[config.mk]
export PLATFORM = sky130hd
export DESIGN_NAME = rom_fetch_arbiter
export DESIGN_NICKNAME = d
export VERILOG_FILES = /design/src/rtl/rom_fetch_arbiter.sv
export SDC_FILE = /design/constraint.sdc
export NUM_CORES = 1
export LEC_CHECK = 0
export CAP_MARGIN = 20
export CORE_MARGIN = 2
export CORE_UTILIZATION = 40
export CTS_CLUSTER_SIZE = 16
export DETAILED_ROUTE_END_ITERATION = 7
export GPL_ROUTABILITY_DRIVEN = 0
export GPL_TIMING_DRIVEN = 0
export PLACE_DENSITY = 0.84
export SLEW_MARGIN = 20
export SYNTH_ARGS = -nofsm -noshare
export SYNTH_HDL_FRONTEND = slang
export SYNTH_SLANG_ARGS = --single-unit
[constraint.sdc]
create_clock -name CLK -period 2.99 [get_ports CLK]
set_input_delay 0.598 -clock CLK [delete_from_list [all_inputs] [get_ports CLK]]
set_output_delay 0.598 -clock CLK [all_outputs]
set_load 0.03 [all_outputs]
[src/rtl/rom_fetch_arbiter.sv]
// Arbitrates the shared instruction-ROM read port between IF and DM; DM has priority,
// IF is protected by a starvation counter. Optional range check under ROM_ARB_BOUNDS_EN.
`timescale 1ns/1ps

module rom_fetch_arbiter #(
   parameter int unsigned ADDR_W       = 10,
   parameter int unsigned DATA_W       = 32,
   parameter int unsigned DEPTH        = 1024,
   parameter int unsigned WAIT_CYCLES  = 0,
   parameter int unsigned STARVE_LIMIT = 3,
   parameter logic [DATA_W-1:0] NOP_WORD = DATA_W'(32'h00000013)
) (
   input  logic              CLK,
   input  logic              RST,
   input  logic              IF_REQ,
   input  logic [ADDR_W-1:0] IF_ADDR,
   output logic              IF_GNT,
   output logic              IF_RVALID,
   output logic [DATA_W-1:0] IF_RDATA,
   input  logic              DM_REQ,
   input  logic [ADDR_W-1:0] DM_ADDR,
   output logic              DM_GNT,
   output logic              DM_RVALID,
   output logic [DATA_W-1:0] DM_RDATA,
   output logic [ADDR_W-1:0] ROM_ADDRESS,
   input  logic [DATA_W-1:0] ROM_DATA,
   output logic              ERR
);

`ifdef ROM_ARB_BOUNDS_EN
   localparam bit BoundsEn = 1'b1;
`else
   localparam bit BoundsEn = 1'b0;
`endif

   typedef enum logic {StIdle, StAccess} state_t;

   state_t            state;
   logic [3:0]        cnt;
   logic [3:0]        starve;
   logic              owner_dm;
   logic              oob;
   logic              dm_win;
   logic              if_win;
   logic              idle_ok;
   logic              range_err;
   logic [ADDR_W-1:0] sel_addr;
   logic [DATA_W-1:0] resp_word;

   always_comb begin
      // A saturated starve counter hands the port to IF even when DM is asking.
      dm_win    = DM_REQ && !(IF_REQ && (starve == 4'(STARVE_LIMIT)));
      if_win    = IF_REQ && !dm_win;
      idle_ok   = (state == StIdle) && !RST;
      IF_GNT    = idle_ok && if_win;
      DM_GNT    = idle_ok && dm_win;
      sel_addr  = dm_win ? DM_ADDR : IF_ADDR;
      range_err = BoundsEn && (32'(sel_addr) >= DEPTH);
      resp_word = oob ? NOP_WORD : ROM_DATA;
   end

   always_ff @(posedge CLK or posedge RST) begin
      if (RST) begin
         state       <= StIdle;
         cnt         <= '0;
         starve      <= '0;
         owner_dm    <= 1'b0;
         oob         <= 1'b0;
         ROM_ADDRESS <= '0;
         IF_RVALID   <= 1'b0;
         DM_RVALID   <= 1'b0;
         IF_RDATA    <= '0;
         DM_RDATA    <= '0;
         ERR         <= 1'b0;
      end else begin
         IF_RVALID <= 1'b0;
         DM_RVALID <= 1'b0;
         ERR       <= 1'b0;
         unique case (state)
            StIdle: begin
               if (!IF_REQ || IF_GNT) begin
                  starve <= '0;
               end else if (starve != 4'(STARVE_LIMIT)) begin
                  starve <= starve + 4'd1;
               end
               if (IF_GNT || DM_GNT) begin
                  ROM_ADDRESS <= sel_addr;
                  owner_dm    <= DM_GNT;
                  oob         <= range_err;
                  cnt         <= 4'(WAIT_CYCLES);
                  state       <= StAccess;
               end
            end
            StAccess: begin
               if (cnt != 4'd0) begin
                  cnt <= cnt - 4'd1;
               end else begin
                  state <= StIdle;
                  ERR   <= oob;
                  if (owner_dm) begin
                     DM_RDATA  <= resp_word;
                     DM_RVALID <= 1'b1;
                  end else begin
                     IF_RDATA  <= resp_word;
                     IF_RVALID <= 1'b1;
                  end
               end
            end
            default: state <= StIdle;
         endcase
      end
   end

endmodule
# After elaboration in Yosys (flattened, before gate mapping)
# Index checks and enable logic that the tools add are counted.
# word_totals
wordCells	52
ff_bits	86
out_inout_bits	79
input_bits	56
# classes
reduce_logical	19
bitwise_logic	3
eq_ne	4
add_sub_neg	2
muxes	15
# ops
cell	n
2-to-1 mux 4 bit	4
2-to-1 mux 10 bit	1
2-to-1 mux 1 bit	8
case mux 4 bit (2 select lines)	1
logical AND 1 bit	6
AND reduction 2 bit	3
AND reduction 3 bit	2
adder 4 x 1 -> 4 bit, second input constant	1
== test 4 x 2 -> 1 bit, second input constant	1
zero test 1 bit	4
!= test 2 x 1 -> 1 bit, second input constant	2
!= test 4 x 2 -> 1 bit, second input constant	1
nonzero test 4 bit	1
subtractor 4 x 1 -> 4 bit, second input constant	1
inverter 1 bit	3
logical OR 1 bit	2
case mux 1 bit (2 select lines)	1
nonzero test 2 bit	1

# Logic depth before layout (Yosys ltp)
# logic_depth
ltp_word	10
mapped_depth	7
mapped_depth_nobuf	5

# Worst setup path after synthesis
# No wires, ideal clock.
# synth_timing
kind	input -> register
startpoint	in RST
endpoint	reg starve[1]
slack_ns	0.088
cell_stages	3
path_buffers	0
arrival_ns	2.812
setup_ns	0.091
t_required_ns	2.899
path_cell_list	inv_1 o211ai_1 o22ai_1
# synth_via
elab_chain_len	6
elab_cells_between_ends	7
classes_between	mux: 1; reduce/logical: 6
# synth_lines
item	line	text
from (decl)	14	input logic RST,
zero test 1 bit (no line) (*)	n/a	
logical AND 1 bit (*)	54	idle_ok = (state == StIdle) && !RST;
logical AND 1 bit (*)	55	IF_GNT = idle_ok && if_win;
logical OR 1 bit (*)	81	if (!IF_REQ || IF_GNT) begin
nonzero test 2 bit (no line)	n/a	
AND reduction 2 bit (no line)	n/a	
to (signal assigned)	84	starve <= starve + 4'd1;
to (decl)	40	logic [3:0] starve;
# Mark *: on every way between the ends. The rest lies on a longest branch, timed or not.
# A chain may end at the register's enable or synchronous reset.

# Worst setup path in the final report
# layout_timing
startpoint	in RST
endpoint	out DM_GNT
# layout_via
elab_chain_len	3
# layout_lines
item	line	text
zero test 1 bit (no line)	n/a	
logical AND 1 bit	54	
logical AND 1 bit	56	DM_GNT = idle_ok && dm_win;
to (decl)	22	output logic DM_GNT,
# No other way between the ends.

==> metrics.log <==
[metrics] syn nets: 319
[metrics] Post-synth EDFFs: 0
[metrics] placed cells: 506
[metrics] pwr/cell area: 828 nW/um^2
[metrics] total wire length: 8.51 mm
[metrics] setup bufs post-CTS: 0
[metrics] Post-CTS Resized: 7
[metrics] number of buffers created by CTS: 9
[metrics] Post-Layout Cell Count: 522
[metrics] final critical delay including setup and external delays: 2870 ps
[metrics] run status: completed
[metrics] VDD IR-drop max: 0.000259 V
[metrics] YS warnings: 0
[metrics] RSZ-0062 raised after global routing: false
[metrics] GRT Total Usage: 0.172
[metrics] relative slew slack: 0.541
[metrics] number of DRC violations after detailed routing: 0
[metrics] starting utilization of the core area: 0.408
[metrics] master cell of the clock root buffer: sky130_fd_sc_hd__clkbuf_8
[metrics] HP Start: DM_RDATA[28]$_DFFE_PP0P_
[metrics] worst path arrival time: 2270 ps
[metrics] total buffers and inverters traversed by the critical path: 3
[metrics] cell with the biggest individual delay on the critical path: sky130_fd_sc_hd__clkdlybuf4s50_1
[metrics] number of DRC violations after detailed-routing iteration 0: 48
[metrics] area fraction of the dominant cell type after synthesis: 0.580
[metrics] post-synthesis cell type with the largest combined area: sky130_fd_sc_hd__dfrtp_1
[metrics] number of primary I/O pins: 135
[metrics] number of buffers added on ports: 133
[metrics] # fillers: 746
[metrics] Largest delay share family, worst path: buffers and inverters
[metrics] height of the die: 100 um
[metrics] ordered list of cells on the worst path: clkdlybuf4s50_1 -> nor2_1 -> clkbuf_2 -> and3_1 -> dlygate4sd2_1
[metrics] via density per instance: 5.16
[metrics] post-place setup slack: -388 ps
[metrics] Cells after Synth: 261
[metrics] tightest hold margin: 511 ps
[metrics] average cell area after synthesis: 14.2 um^2
[metrics] Antenna Nets Post-Route: 0
[metrics] Setup violations, final: 0
[metrics] TritonRoute pass-1 iters: 4
[metrics] area of the mapped netlist: 3710 um^2
[metrics] register bit count reported by yosys: 86
[metrics] Longest Clk Path Bufs: 2
[metrics] kind of capture point of the worst setup path: primary output
[metrics] Highest Clock Rate: 348 MHz
[metrics] largest clock skew in the final design: 10.1 ps
[metrics] Hold Path Class: reg -> reg
[metrics] critical path type: in -> out
[metrics] core area: 9110 um^2
[metrics] Worst Path Required: 2390 ps
[metrics] RR Startpoint: cnt[0]$_DFFE_PP0P_
[metrics] Clock Sink Count: 86
[metrics] vias in the first global route: 2836
[metrics] CTS tree: yes
[metrics] number of hold violations in the final report: 0
[metrics] total via count in the routed design: 2695
[metrics] slowest cell delay on critical path: 500 ps
[metrics] full die area: 10100 um^2
[metrics] final core area utilization: 0.595
[metrics] number of unique standard cell types used by synthesis: 39
[metrics] worst skew pair latency: 340 ps
[metrics] smallest setup slack after layout: 120 ps
[metrics] Std-Cell Rows: 35
[metrics] Crit. Startpoint: RST
[metrics] share of post-route cells with drive strength above 1: 0.243
[metrics] number of maximum-capacitance violations: 0
[metrics] width of the die: 100 um
[metrics] crit path max fanout: 10
[metrics] antenna violations before repair: 0
[metrics] # H-tree levels: 3
[metrics] synth cell count leaders: sky130_fd_sc_hd__dfrtp_1 (86), sky130_fd_sc_hd__mux2_2 (35), sky130_fd_sc_hd__mux2_4 (29)
[metrics] kind of launch point of the worst setup path: input pin
[metrics] average wire per standard cell: 16.3 um
[metrics] Total Nets Final: 464
[metrics] grt ovf: 0
[metrics] leak pwr: 2.31 nW
[metrics] Antenna diodes: 0
[metrics] maximum number of pins on one net before global-route repair: 45
[metrics] clock-pin slew of the registers on the worst-case setup and hold paths: 80 ps
[metrics] total half-perimeter wirelength after legalization and detailed placement: 6.32 mm
[metrics] share of synthesized flip-flops with an asynchronous set or reset: 1.00
[metrics] wire length of the first global-routing pass: 13.8 mm
[metrics] Most used DFF post-synth: sky130_fd_sc_hd__dfrtp_1
[metrics] synthesis-to-finish area growth: 45.9%
[metrics] cell types with the largest area share after synthesis: sky130_fd_sc_hd__dfrtp_1 (58%), sky130_fd_sc_hd__mux2_4 (12%), sky130_fd_sc_hd__mux2_2 (11%)
[metrics] sequential cell area fraction in the yosys report: 0.580
[metrics] CTS Hold Buffers Added: 0
[metrics] transition time at the pin with the least slew margin: 684 ps
[metrics] dominant cell by count in the synthesized netlist: sky130_fd_sc_hd__dfrtp_1
[metrics] share of the clock period used by the worst path: 0.960
[metrics] Final Max Slew Viols: 0
## logic make-up (layout without fill, tap and decap cells)
| group | after synthesis | in the layout | share of synthesized area |
|---|---|---|---|
| compound gates | 36 | 36 | 0.0630 |
| flops | 86 | 86 | 0.580 |
| other cells | 1 | 1 | 0.00101 |
| fa+ha+maj | 2 | 2 | 0.00674 |
| mux | 65 | 65 | 0.226 |
| buf+inv | 25 | 175 | 0.0445 |
| xor+xnor | 1 | 1 | 0.00236 |
| simple gates | 45 | 45 | 0.0765 |
## through the flow
stage | TNS, ps | cell area [um^2] | power [mW]
after floorplan | 0 | 3710 | 2.81
after global placement | -109230 | 5180 | 3.62
after detailed placement | -676 | 5200 | 3.68
after CTS | 0 | 5420 | 4.53
after global routing | 0 | 5420 | 4.68
final | 0 | 5420 | 4.48
## layer usage
metal / vias up / GRT usage / part of all wire / routed length, um
li1: 1243 / - / - / -
met1: 1357 / 0.222 / 0.43 / 3650
met2: 89 / 0.300 / 0.52 / 4400
met3: 6 / 0.0320 / 0.048 / 411
met4: 0 / 0.0443 / 0.0062 / 53
met5: - / 0 / 0 / 0
## power by group
| group | total, mW | switching, mW | leakage (nW) | internal, mW |
|---|---|---|---|---|
| clock | 0.843 | 0.407 | 0.0992 | 0.436 |
| combinational | 1.97 | 1.01 | 1.18 | 0.954 |
| sequential | 1.67 | 0.184 | 1.03 | 1.49 |
## final cells by class
cell class	count	area [um^2]	area share
clock inverters	4	53.8	0.00994
repair buffers	134	1350	0.249
multi-input cells	150	1400	0.258
well taps	111	139	0.0256
flip-flops and latches	86	2150	0.397
inverters	8	32.5	0.00601
clock buffers	12	155	0.0287
plain buffers	17	138	0.0254
## sequential cells by signal, summed over array words and instances (netlist names)
| register | flops |
|---|---|
| DM_RDATA | 32 |
| DM_RVALID | 1 |
| cnt | 4 |
| IF_RVALID | 1 |
| state | 1 |
| IF_RDATA | 32 |
| ROM_ADDRESS | 10 |
| starve | 4 |
| owner_dm | 1 |
## cell usage in the layout (no fill, tap or decap), types with 3 or more instances in the layout
cell	synthesis	routed
sky130_fd_sc_hd__inv_1	8	7
sky130_fd_sc_hd__mux2_4	29	29
sky130_fd_sc_hd__dfrtp_1	86	86
sky130_fd_sc_hd__clkbuf_8	0	11
sky130_fd_sc_hd__buf_2	3	3
sky130_fd_sc_hd__nand2_1	4	4
sky130_fd_sc_hd__o21ai_0	14	14
sky130_fd_sc_hd__clkbuf_1	8	7
sky130_fd_sc_hd__o22ai_1	3	3
sky130_fd_sc_hd__o211ai_1	13	13
sky130_fd_sc_hd__clkdlybuf4s50_1	0	130
sky130_fd_sc_hd__buf_12	3	4
sky130_fd_sc_hd__nand4_1	10	10
sky130_fd_sc_hd__mux2_2	35	35
sky130_fd_sc_hd__nand3_1	11	11
sky130_fd_sc_hd__nor2_1	3	3
## worst paths after layout
check	end	slack (ps)	depth (start not counted)
worst max-delay path	DM_GNT	120	5
worst min-delay path	DM_RDATA[28]$_DFFE_PP0P_	510	1
worst max register to register	IF_RDATA[31]$_DFFE_PP0P_	820	6
worst min register to register	DM_RDATA[28]$_DFFE_PP0P_	510	1
max in group asynchronous	DM_RDATA[25]$_DFFE_PP0P_	1610	3
min in group asynchronous	starve[1]$_DFFE_PP0P_	750	2
Note: power is estimated with default switching activity, not from simulation.
